File: src/rtl/lift_door_ctrl.sv
// Door sequencer for one lift car: latches the arrival floor and runs the
// door through OPENING, OPEN (dwell) and CLOSING using a prescaled tick.
// Ports:
//   clk, rst_n          clock, async active-low reset
//   arrive/arrive_floor arrival pulse and floor index
//   car_stopped         qualifies btn_open while CLOSED
//   btn_open/btn_close  debounced door buttons (level)
//   obstruct            door-edge sensor (level)
//   lift_open/lift_num  door-not-closed flag and owning floor
//   door_busy           same as lift_open, blocks car motion
//   door_closed         1-cycle pulse when the door finishes closing
module lift_door_ctrl #(
   parameter int FLOORS     = 16,
   parameter int TICK_DIV   = 4,
   parameter int MOVE_TICKS = 2,
   parameter int OPEN_TICKS = 3
) (
   input  logic       clk,
   input  logic       rst_n,
   input  logic       arrive,
   input  logic [3:0] arrive_floor,
   input  logic       car_stopped,
   input  logic       btn_open,
   input  logic       btn_close,
   input  logic       obstruct,
   output logic       lift_open,
   output logic [3:0] lift_num,
   output logic       door_busy,
   output logic       door_closed
);

   localparam int PMAX = (MOVE_TICKS > OPEN_TICKS) ? MOVE_TICKS : OPEN_TICKS;
   localparam int PW   = $clog2(PMAX + 1);
   localparam int DW   = $clog2(TICK_DIV + 1);

   typedef enum logic [1:0] {
      S_CLOSED,
      S_OPENING,
      S_OPEN,
      S_CLOSING
   } state_t;

   state_t        state_q, state_d;
   logic [DW-1:0] presc_q, presc_d;
   logic [PW-1:0] phase_q, phase_d;
   logic [3:0]    num_q, num_d;
   logic          open_q;
   logic          closed_q, closed_d;
   logic          tick;
   logic          move_done;
   logic          open_done;
   logic          floor_ok;
   logic          hold;

   assign tick      = (presc_q == DW'(TICK_DIV - 1));
   assign move_done = tick && (phase_q == PW'(MOVE_TICKS - 1));
   assign open_done = tick && (phase_q == PW'(OPEN_TICKS - 1));
   assign floor_ok  = (32'(arrive_floor) < FLOORS);
   assign hold      = obstruct | btn_open;

   always_comb begin
      state_d  = state_q;
      num_d    = num_q;
      closed_d = 1'b0;
      presc_d  = tick ? '0 : presc_q + DW'(1);
      phase_d  = tick ? phase_q + PW'(1) : phase_q;
      unique case (state_q)
         S_CLOSED: begin
            presc_d = '0;
            phase_d = '0;
            if (arrive && floor_ok) begin
               num_d   = arrive_floor;
               state_d = S_OPENING;
            end else if (btn_open && car_stopped) begin
               state_d = S_OPENING;
            end
         end
         S_OPENING: begin
            if (move_done) state_d = S_OPEN;
         end
         S_OPEN: begin
            if (hold) begin
               // dwell restarts from zero once released
               presc_d = '0;
               phase_d = '0;
            end else if (btn_close || open_done) begin
               state_d = S_CLOSING;
            end
         end
         S_CLOSING: begin
            if (hold) begin
               state_d = S_OPENING;
            end else if (move_done) begin
               state_d  = S_CLOSED;
               closed_d = 1'b1;
            end
         end
      endcase
      // every phase entry starts a fresh timing window
      if (state_d != state_q) begin
         presc_d = '0;
         phase_d = '0;
      end
   end

   always_ff @(posedge clk or negedge rst_n) begin
      if (!rst_n) begin
         state_q  <= S_CLOSED;
         presc_q  <= '0;
         phase_q  <= '0;
         num_q    <= '0;
         open_q   <= 1'b0;
         closed_q <= 1'b0;
      end else begin
         state_q  <= state_d;
         presc_q  <= presc_d;
         phase_q  <= phase_d;
         num_q    <= num_d;
         open_q   <= (state_d != S_CLOSED);
         closed_q <= closed_d;
      end
   end

   assign lift_open   = open_q;
   assign door_busy   = open_q;
   assign lift_num    = num_q;
   assign door_closed = closed_q;

endmodule

File: config.mk
export PLATFORM = sky130hd
export DESIGN_NAME = lift_door_ctrl
export DESIGN_NICKNAME = d
export VERILOG_FILES = /design/src/rtl/lift_door_ctrl.sv
export SDC_FILE = /design/constraint.sdc
export NUM_CORES = 1
export LEC_CHECK = 0
export ABC_AREA = 1
export CORE_MARGIN = 10
export CORE_UTILIZATION = 50
export DETAILED_ROUTE_END_ITERATION = 10
export MAX_ROUTING_LAYER = met4
export PLACE_DENSITY = 0.85
export SETUP_SLACK_MARGIN = 0.5
export SKIP_LAST_GASP = 1
export SLEW_MARGIN = 5
export SYNTH_ARGS = -nofsm -noshare
export SYNTH_HDL_FRONTEND = slang
export SYNTH_SLANG_ARGS = --single-unit
File: constraint.sdc
create_clock -name clk -period 2.1 [get_ports clk]
set_input_delay 0.21 -clock clk [delete_from_list [all_inputs] [get_ports clk]]
set_output_delay 0.21 -clock clk [all_outputs]
set_load 0.03 [all_outputs]
# == Word-level counts from Yosys, hierarchy flattened ==
# Cells that the tools add are included.
# totals
regBits,13
wordCells,42
# classes
add_sub_neg,2
n_eq_ne,7
n_mux,19
n_bitwise,1
n_reduce_logical,7
# ops
cell,count
2-to-1 mux 2 bit,10
2-to-1 mux 3 bit,3
one-hot mux 2 bit (4 select lines),1
== test 2 bit (second input constant),3
one-hot mux 3 bit (2 select lines),1
== test 2 x 1 -> 1 bit (second input constant),2
one-hot mux 2 bit (2 select lines),1
adder 3 x 1 -> 3 bit (second input constant),1
== test 3 x 2 -> 1 bit (second input constant),1
logical AND 1 bit,3
2-to-1 mux 1 bit,3
adder 2 x 1 -> 2 bit (second input constant),1
logical NOT 2 bit,1
inequality test 2 bit,1
AND reduction 2 bit,1
nonzero test 2 bit,1
logical OR 1 bit,1
bitwise OR 1 bit,1

# == Longest topological paths before layout ==
# Gate-level depths: netlist of the first run.
# logic_depth
word_depth,8
depth_mapped,11
ltp_nobuf,11

# == Worst setup path after synthesis of the first run ==
# OpenSTA, ideal clock, no wires.
# synth_timing
kind,register to register
start,register presc_q[0]
end,register phase_q[0]
setup_time_ps,69
arrival_time_ps,1259
setup_slack_ps,772
stages_incl_launch_ff,8
n_path_buf,0
cell_sequence,dfrtp_1 -> ha_1 -> nand2_1 -> xor2_1 -> nand2_1 -> o21ai_0 -> o21ai_0 -> nor2_2
# synth_via
elab_chain_len,8
# synth_rtl
element,line,rtl
from (decl),44,"logic [DW-1:0] presc_q, presc_d;"
from (signal assigned),116,presc_q <= presc_d;
== test 3 x 2 -> 1 bit *,55,assign tick = (presc_q == DW'(TICK_DIV - 1));
logical AND 1 bit,57,assign open_done = tick && (phase_q == PW'(OPEN_TICKS - 1));
logical OR 1 bit,86,end else if (btn_close || open_done) begin
2-to-1 mux 2 bit,86,
2-to-1 mux 2 bit,82,if (hold) begin
one-hot mux 2 bit (4 select lines),67,unique case (state_q)
inequality test 2 bit,100,if (state_d != state_q) begin
2-to-1 mux 2 bit *,100,
named net phase_d[0],45,"logic [PW-1:0] phase_q, phase_d;"
to (signal assigned),117,phase_q <= phase_d;
to (decl),45,
# Mark *: on every way through the listed nets, which the timed path passes. The rest lies on a longest branch.
# A chain may end at the register's enable or synchronous reset.

# == Worst setup path after layout of the first run ==
# layout_timing
start,register num_q[1] (netlist: lift_num[1])
end,output port lift_num[1]
# layout_rtl
element,line,rtl
from (decl),46,"logic [3:0] num_q, num_d;"
from (signal assigned),118,num_q <= num_d;
to (decl),27,"output logic [3:0] lift_num,"
# No word-level cell between the ends.

==> results.yml, run 1 <==
placed_design:
  dpl_worst_slack_ns: 0.514
  gp_congestion: 0.827
  dp_hpwl_mm: 1.30
  portBuffers: 17
synth:
  ys_warn_count: 0
  avgSynthCellArea_um2: 8.50
  synthSimpleGateAreaFrac: 0.332
  ys_seq_area_frac: 0.421
  synth_top_family_by_area: "simple AND/OR/NAND/NOR gates"
  netlist_area_um2: 773
  synth_compound_area_frac: 0.0566
  muxShareOfSynthArea: 0.0583
  synthAdderAreaFrac: 0.0485
  synth.ff_latch_count: 13
  synthCells: 91
  synth_xor_area_frac: 0.0113
  synth_cell_types: 23
  synthesis.nets: 105
route:
  vias_per_cell: 5.22
  postRouteWirelength_mm: 1.57
  wl_per_cell_um: 12.5
  first_pass_iters: 5
  first_iter_violations: 14
  route.detailed.drc: 0
  vias: 658
  ant_nets: 0
timing:
  fin_crit_sh: 0.724
  finalHoldViolations: 0
  min_period_ns: 1.52
  skew_ns: 0.00150
  drv_slew: 0
  postLayoutSetupSlackWorst_ns: 0.581
  worst_slew_pin_slew_ns: 0.589
  setup_viol: 0
  rsz0062_at_grt: "no"
  clock.fmax_mhz: 658
  slew-limit-headroom: 0.606
  tns_ns: 0
clocking:
  cts-resized-gates: 0
  max-clock-path-buffers: 2
  cts_tree: "done"
  root_buffer: "clkbuf_4"
  postCtsSetupBuffers: 0
  clkSinkCount: 13
  cts_buffers: 3
  htreeDepth: 1
  clk_latency_ns: 0.28
  postCtsHoldBufs: 0
  clkTransAtPathRegs_ns: 0.08
cells_and_area:
  fin_nets: 125
  final_cell_mix: "nand2_1 (23), clkdlybuf4s50_1 (17), dfrtp_1 (12)"
  post-route-util: 0.657
  final_common_cell: "nand2_1"
  syn2layout_area_growth_pct: 26.5
  antennaDiodeCount: 0
  layout-drive-gt1-share: 0.245
setup_path:
  path_depth: 1
  worstPathRequired_ns: 1.89
  rr_endpoint: "phase_q[0]$_DFF_PN0_"
  critPathMaxFanout: 2
  startpoint_type: "flop"
  cp_data_arrival_time_ns: 1.31
  end_kind: "output port"
  path_buf_inv: 1
  cpPeakStageDelay_ns: 0.69
  worst_r2r_path_depth: 7
  critical-path-top-delay-family: "buffers and inverters"
  crit_chain: "clkdlybuf4s50_1"
  crit_type: "reg -> out"
  rrSetupSlack_ns: 0.61
  slowest_stage: "clkdlybuf4s50_1"
  r2r-start: "presc_q[0]$_DFF_PN0_"
die:
  die_area_um2: 3520
  rows: 14
  start_util: 0.519
  coreArea_um2: 1490
  ios: 18
  chipHeight_um: 59.3
  die_width_um: 59.3
global_routing:
  grt_pass1_wl_mm: 2.62
  gr-total-overflow: 0
  antenna_found_initial: 0
  first_global_vias: 596
  grt_max_degree: 14
  grt_usage: 0.0976
min_path:
  hp-class: "in -> async"
power:
  power_density_nw_per_um2: 1330
  ir_drop_mv: 0.589
  power.leakage_nw: 0.456
flow_run:
  max-cap-violations: 0
status:
  status: "finished clean"
==> worst max-delay path by stage <==
| stage | start | end | slack (ns) |
|---|---|---|---|
| after floorplan | presc_q[0]$_DFF_PN0_ | phase_q[0]$_DFF_PN0_ | 0.77 |
| after global placement | btn_open | phase_q[0]$_DFF_PN0_ | 0.53 |
| after detailed placement | btn_open | phase_q[0]$_DFF_PN0_ | 0.51 |
| after CTS | presc_q[0]$_DFF_PN0_ | phase_q[0]$_DFF_PN0_ | 0.55 |
| after global routing | phase_q[1]$_DFF_PN0_ | presc_q[2]$_DFF_PN0_ | 0.51 |
| final | lift_num[1]$_DFFE_PN0P_ | lift_num[1] | 0.58 |
==> report_power, final <==
part	internal (mW)	switching, mW	leakage [nW]	total [mW]
clock	0.0737	0.0828	0.0150	0.157
sequential	0.349	0.0677	0.160	0.417
combinational	0.300	0.427	0.281	0.727
==> cells in the mapped netlist <==
| cell type | number | area, um2 |
|---|---|---|
| a21oi_1 | 1 | 5.00 |
| nand2_2 | 3 | 18.8 |
| ha_1 | 3 | 37.5 |
| buf_4 | 2 | 15.0 |
| nand3_1 | 4 | 20.0 |
| nor2_2 | 5 | 31.3 |
| nand2_4 | 1 | 11.3 |
| nand4_1 | 1 | 6.26 |
| o21ai_0 | 6 | 30.0 |
| dfrtp_1 | 13 | 325 |
| nand2_1 | 23 | 86.3 |
| inv_2 | 4 | 15.0 |
| nand4_2 | 1 | 12.5 |
| nor2_4 | 1 | 11.3 |
| nor2_1 | 4 | 15.0 |
| nor3_1 | 2 | 10.0 |
| xor2_1 | 1 | 8.76 |
| nand3_2 | 2 | 20.0 |
| inv_1 | 7 | 26.3 |
| mux2_2 | 4 | 45.0 |
| or2_1 | 1 | 6.26 |
| o21ai_2 | 1 | 8.76 |
| nand3b_1 | 1 | 7.51 |
==> routing by layer <==
| layer | vias up | track usage | wire length [um] |
|---|---|---|---|
| met3 | 5 | 0.0172 | 73 |
| met2 | 17 | 0.147 | 769 |
| met1 | 307 | 0.114 | 675 |
| li1 | 329 | - | - |
| met4 | 0 | 0.0689 | 54 |
| met5 | - | - | 0 |
==> flip-flops by register name, indices dropped and copies added (netlist names) <==
signal       cells
lift_num         4
presc_q          3
phase_q          2
state_q          2
door_busy        1
door_closed      1
==> metrics by stage <==
step | instances | hold WS, ns | cell area (um2) | total power, mW
after global placement | 122 | 0.490 | 948 | 1.12
after global routing | 126 | 0.332 | 978 | 1.40
after CTS | 126 | 0.312 | 975 | 1.30
after floorplan | 91 | -0.0856 | 773 | 0.942
final | 126 | 0.301 | 978 | 1.30
after detailed placement | 122 | 0.495 | 948 | 1.14
==> final cells by class <==
| class | instances | area (um2) |
|---|---|---|
| Multi-Input combinational cell | 65 | 394 |
| Clock buffer | 4 | 26.3 |
| Sequential cell | 13 | 327 |
| Timing Repair Buffer | 17 | 170 |
| Inverter | 11 | 41.3 |
| Fill cell | 121 | 510 |
| Tap cell | 16 | 20.0 |
==> cell families after synthesis <==
logic type,after synthesis
AO/OA/AOI/OAI,8
XOR/XNOR,1
buffers and inverters,13
adder cells (fa/ha/maj),3
AND/OR/NAND/NOR,49
flip-flops,13
multiplexers,4
Note: power is estimated with default switching activity, not from simulation.
==> inputs of run 2 (changes only) <==
--- a/config.mk
+++ b/config.mk
@@ -7,10 +7,10 @@
 export LEC_CHECK = 0
 export ABC_AREA = 1
 export CORE_MARGIN = 10
-export CORE_UTILIZATION = 50
+export CORE_UTILIZATION = 48
 export DETAILED_ROUTE_END_ITERATION = 10
 export MAX_ROUTING_LAYER = met4
-export PLACE_DENSITY = 0.85
+export PLACE_DENSITY = 0.82
 export SETUP_SLACK_MARGIN = 0.5
 export SKIP_LAST_GASP = 1
 export SLEW_MARGIN = 5
==> constraint.sdc (replaced) <==
create_clock -name clk -period 1.6 [get_ports clk]
set_input_delay 0.16 -clock clk [delete_from_list [all_inputs] [get_ports clk]]
set_output_delay 0.16 -clock clk [all_outputs]
set_load 0.03 [all_outputs]
==> run 2 against run 1 <==
Clock power grew 28%. Hold slack got worse by 0.030 ns. Core utilization grew 4.8 points. Routed wire length up 27%. Non-clock buffer count grew 6. Power increased by 43%. Sequential share of layout area shrank 2.6 points. Largest cell class unchanged. Highest routed layer unchanged.
==> results.yml, run 2 (same netlist as run 1, synthesis figures left out) <==
clocking:
  cts_buffers: 3
  htreeDepth: 1
  clk_latency_ns: 0.27
  clkSinkCount: 13
  clkTransAtPathRegs_ns: 0.08
  max-clock-path-buffers: 2
  cts_tree: "done"
  root_buffer: "clkbuf_4"
cells_and_area:
  post-route-util: 0.705
  layout-drive-gt1-share: 0.448
  antennaDiodeCount: 0
  design_area_um2: 1060
  largest_reg_flops: 4
  fin_nets: 131
  final_cell_mix: "nand2_1 (17), dfrtp_1 (12), clkdlybuf4s50_1 (10)"
  syn2layout_area_growth_pct: 37.4
  finalNonFillerCells: 132
  final_common_cell: "nand2_1"
setup_path:
  crit_type: "reg -> reg"
  critPathMaxFanout: 5
  slowest_stage: "dfrtp_1"
  crit_top_cell: "nand2_1"
  worstPathRequired_ns: 1.81
  cpPeakStageDelay_ns: 0.40
  end_kind: "flop"
  cp_data_arrival_time_ns: 1.62
  critical-path-top-delay-family: "simple AND/OR/NAND/NOR gates"
  crit_chain: "inv_2 > ha_4 > nand3_4 > nand2_1 > nand2_1 > nand2_1 > nand4_2 > nand2_2 > nand2_4 > nor2_2"
  path_buf_inv: 1
  startpoint_type: "flop"
timing:
  skew_ns: 0.00557
  postLayoutSetupSlackWorst_ns: 0.186
  holdWs_ns: 0.271
  drv_slew: 0
  slew-limit-headroom: 0.584
  clock.fmax_mhz: 707
  worst_slew_pin_slew_ns: 0.623
  rsz0062_at_grt: "yes"
  setup_viol: 0
  min_period_ns: 1.41
  finalHoldViolations: 0
  tns_ns: 0
  fin_crit_sh: 0.884
die:
  die_area_um2: 3620
  ios: 18
  coreArea_um2: 1510
  die_width_um: 60.1
  rows: 14
  start_util: 0.513
  chipHeight_um: 60.1
power:
  power_mw: 1.86
  power_density_nw_per_um2: 1750
  power.leakage_nw: 0.484
  ir_drop_mv: 1.02
min_path:
  hp-class: "in -> async"
global_routing:
  first_global_vias: 769
  grt_max_degree: 14
  grt_pass1_wl_mm: 3.30
  gr-total-overflow: 0
  antenna_found_initial: 0
  grt_usage: 0.117
placed_design:
  dpl_worst_slack_ns: 0.0503
  gp_congestion: 0.789
  place_inst: 123
  dp_hpwl_mm: 1.34
  portBuffers: 17
  placed_area_um2: 961
route:
  postRouteWirelength_mm: 2.00
  ant_nets: 0
  route.detailed.drc: 0
  first_iter_violations: 16
  vias_per_cell: 5.37
  vias: 709
  first_pass_iters: 4
  wl_per_cell_um: 15.1
status:
  status: "finished clean"
flow_run:
  max-cap-violations: 0
==> run 2: power breakdown <==
group	switching [mW]	internal (mW)
Combinational	0.676	0.438
Sequential	0.0891	0.458
Clock	0.105	0.0964
Total	0.870	0.993
==> run 2: cell type report <==
type	instances	area, um2
multi-input cells	65	462
fillers	114	444
flip-flops and latches	13	327
repair buffers	23	186
inverters	11	41.3
clock buffers	4	26.3
well taps	16	20.0
==> run 2: worst paths after layout <==
kind                       cells past startpoint               startpoint  slack [ns]                 endpoint
max                                           10     phase_q[1]$_DFF_PN0_        0.19     presc_q[0]$_DFF_PN0_
min                                            1                    rst_n        0.27     presc_q[0]$_DFF_PN0_
max in group asynchronous                      1                    rst_n        0.88     state_q[1]$_DFF_PN0_
min in group clk                               2          arrive_floor[0]        0.50  lift_num[0]$_DFFE_PN0P_
min reg2reg                                    1  lift_num[0]$_DFFE_PN0P_        0.51  lift_num[0]$_DFFE_PN0P_
max reg2reg                                   10     phase_q[1]$_DFF_PN0_        0.19     presc_q[0]$_DFF_PN0_
==> run 2: worst reg2reg max path, delay by kind of cell, from the launching register on <==
| family | cells | cell delay [ns] |
|---|---|---|
| buf+inv | 1 | 0.08 |
| flops | 1 | 0.40 |
| simple gates | 8 | 0.71 |
| fa+ha+maj | 1 | 0.15 |
==> run 2: timing repair <==
item,4_1_cts,5_1_grt
setup buffers,4,1
hold buffers,0,0
gates resized for setup,34,17
pin swaps,8,6
setup endpoints to repair,19,18
==> run 2: metal layers <==
metal | up-vias | routed length, um | global-route usage
met1 | 335 | 825 | 0.131
li1 | 337 | - | -
met5 | - | 0 | -
met3 | 7 | 117 | 0.0339
met4 | 0 | 29 | 0.0449
met2 | 30 | 1030 | 0.191
==> inputs of run 3 (changes only) <==
--- a/config.mk
+++ b/config.mk
@@ -17,3 +17,4 @@
 export SYNTH_ARGS = -nofsm -noshare
 export SYNTH_HDL_FRONTEND = slang
 export SYNTH_SLANG_ARGS = --single-unit
+export TNS_END_PERCENT = 1
==> run 3 against run 2 <==
First-iteration DRC count is 25% lower. Routed wire length decreased by 9.0%. Critical path depth is the same. Final cell count stayed put. Die area is the same. Register-to-register slack got worse by 0.02 ns. Cell area increased by 0.12%. Non-clock buffer count is the same. Critical endpoint is now phase_q[0]$_DFF_PN0_.
==> results.yml, run 3 (same netlist as run 1, synthesis figures left out) <==
status:
  status: "finished clean"
placed_design:
  gp_congestion: 0.833
  dp_hpwl_mm: 1.39
  place_inst: 124
  dpl_worst_slack_ns: 0.0184
  portBuffers: 17
  placed_area_um2: 966
global_routing:
  grt_pass1_wl_mm: 2.86
  gr-total-overflow: 0
  first_global_vias: 710
  grt_usage: 0.103
  grt_max_degree: 14
  antenna_found_initial: 0
route:
  first_iter_violations: 12
  first_pass_iters: 6
  vias: 694
  ant_nets: 0
  wl_per_cell_um: 13.8
  route.detailed.drc: 0
  postRouteWirelength_mm: 1.82
  vias_per_cell: 5.26
die:
  coreArea_um2: 1510
  die_area_um2: 3620
  start_util: 0.513
  ios: 18
  die_width_um: 60.1
  rows: 14
  chipHeight_um: 60.1
setup_path:
  rr_endpoint: "phase_q[0]$_DFF_PN0_"
  r2r-start: "phase_q[0]$_DFF_PN0_"
  crit_type: "reg -> reg"
  worstPathRequired_ns: 1.77
  worst_r2r_path_depth: 10
  critPathMaxFanout: 5
  end_kind: "flop"
  startpoint_type: "flop"
  cp_data_arrival_time_ns: 1.60
  rrSetupSlack_ns: 0.17
cells_and_area:
  fin_nets: 131
  antennaDiodeCount: 0
  final_cell_mix: "nand2_1 (21), dfrtp_1 (13), clkdlybuf4s50_1 (10)"
  design_area_um2: 1060
  layout-drive-gt1-share: 0.345
  finalNonFillerCells: 132
  final_common_cell: "nand2_1"
  syn2layout_area_growth_pct: 37.5
  largest_reg_flops: 4
  fill_cells: 132
power:
  ir_drop_mv: 1.14
  power.leakage_nw: 0.496
  power_density_nw_per_um2: 1690
clocking:
  root_buffer: "clkbuf_4"
  htreeDepth: 1
  clkSinkCount: 13
  clk_latency_ns: 0.28
  clkTransAtPathRegs_ns: 0.08
  max-clock-path-buffers: 2
  cts_buffers: 3
  cts_tree: "done"
timing:
  skew_ns: 0.00454
  rsz0062_at_grt: "yes"
  slew-limit-headroom: 0.612
  min_period_ns: 1.43
  worst_slew_pin_slew_ns: 0.580
  finalHoldViolations: 0
  holdWs_ns: 0.245
  drv_slew: 0
  fin_crit_sh: 0.894
  tns_ns: 0
  postLayoutSetupSlackWorst_ns: 0.170
  clock.fmax_mhz: 699
  setup_viol: 0
flow_run:
  max-cap-violations: 0
min_path:
  hp-class: "in -> async"
run 3: cell types whose count changed in the layout (fill, tap and decap cells not counted), sizes merged:
cell / previous run / this run
buf: 11 / 6
clkbuf: 5 / 4
clkdlybuf4s15: 1 / 0
dlygate4sd2: 0 / 7
run 3: final cells by class:
cell class | instances | area, um2 | area share
clock buffer | 4 | 26.3 | 0.0247
inverter | 11 | 41.3 | 0.0388
multi-input combinational | 65 | 444 | 0.418
sequential | 13 | 325 | 0.306
tap | 16 | 20.0 | 0.0188
timing repair buffer | 23 | 206 | 0.194
run 3: metrics by stage:
stage | total power, mW | utilization
floorplan | 1.24 | -
global placement | 1.51 | 0.641
detailed placement | 1.52 | 0.641
CTS | 1.76 | 0.686
global route | 1.93 | 0.706
finish | 1.79 | 0.706
run 3: what timing repair did:
item,in CTS,in global routing
resized for setup,15,3
pin swaps,3,5
cloned,0,0
buffers inserted,2,2
hold buffers,0,0
setup endpoints to repair,19,19
run 3: how the worst max path moves through the flow:
stage | startpoint | to | slack, ns | cells past startpoint
after detailed placement | btn_open | phase_q[0]$_DFF_PN0_ | 0.02 | 9
after floorplan | phase_q[1]$_DFF_PN0_ | phase_q[1]$_DFF_PN0_ | 0.29 | 11
after global placement | btn_open | phase_q[0]$_DFF_PN0_ | 0.06 | 9
after CTS | phase_q[1]$_DFF_PN0_ | phase_q[0]$_DFF_PN0_ | 0.18 | 11
after global routing | presc_q[0]$_DFF_PN0_ | phase_q[0]$_DFF_PN0_ | 0.11 | 7
final | phase_q[0]$_DFF_PN0_ | phase_q[0]$_DFF_PN0_ | 0.17 | 10
run 3: worst max-delay path, cell delays in order, from the launching register on:
cell and delay (ns):
dfrtp_1 0.42, inv_2 0.06, ha_2 0.17, nand3_1 0.07
nand2_1 0.07, nand2_1 0.11, nand2_1 0.08, nand2_2 0.08
nand3_2 0.09, nand2_4 0.11, nor2_2 0.04
run 3: metal layers:
layer / share of wire / track usage / vias up
li1: - / - / 342
met1: 0.47 / 0.125 / 326
met2: 0.48 / 0.156 / 23
met3: 0.038 / 0.0275 / 3
met4: 0.0088 / 0.0449 / 0
met5: 0 / - / -
run 3: report_power, final:
| part | switching (mW) | internal [mW] |
|---|---|---|
| Combinational | 0.622 | 0.421 |
| Clock | 0.110 | 0.0968 |
| Sequential | 0.0886 | 0.457 |
| Total | 0.820 | 0.974 |
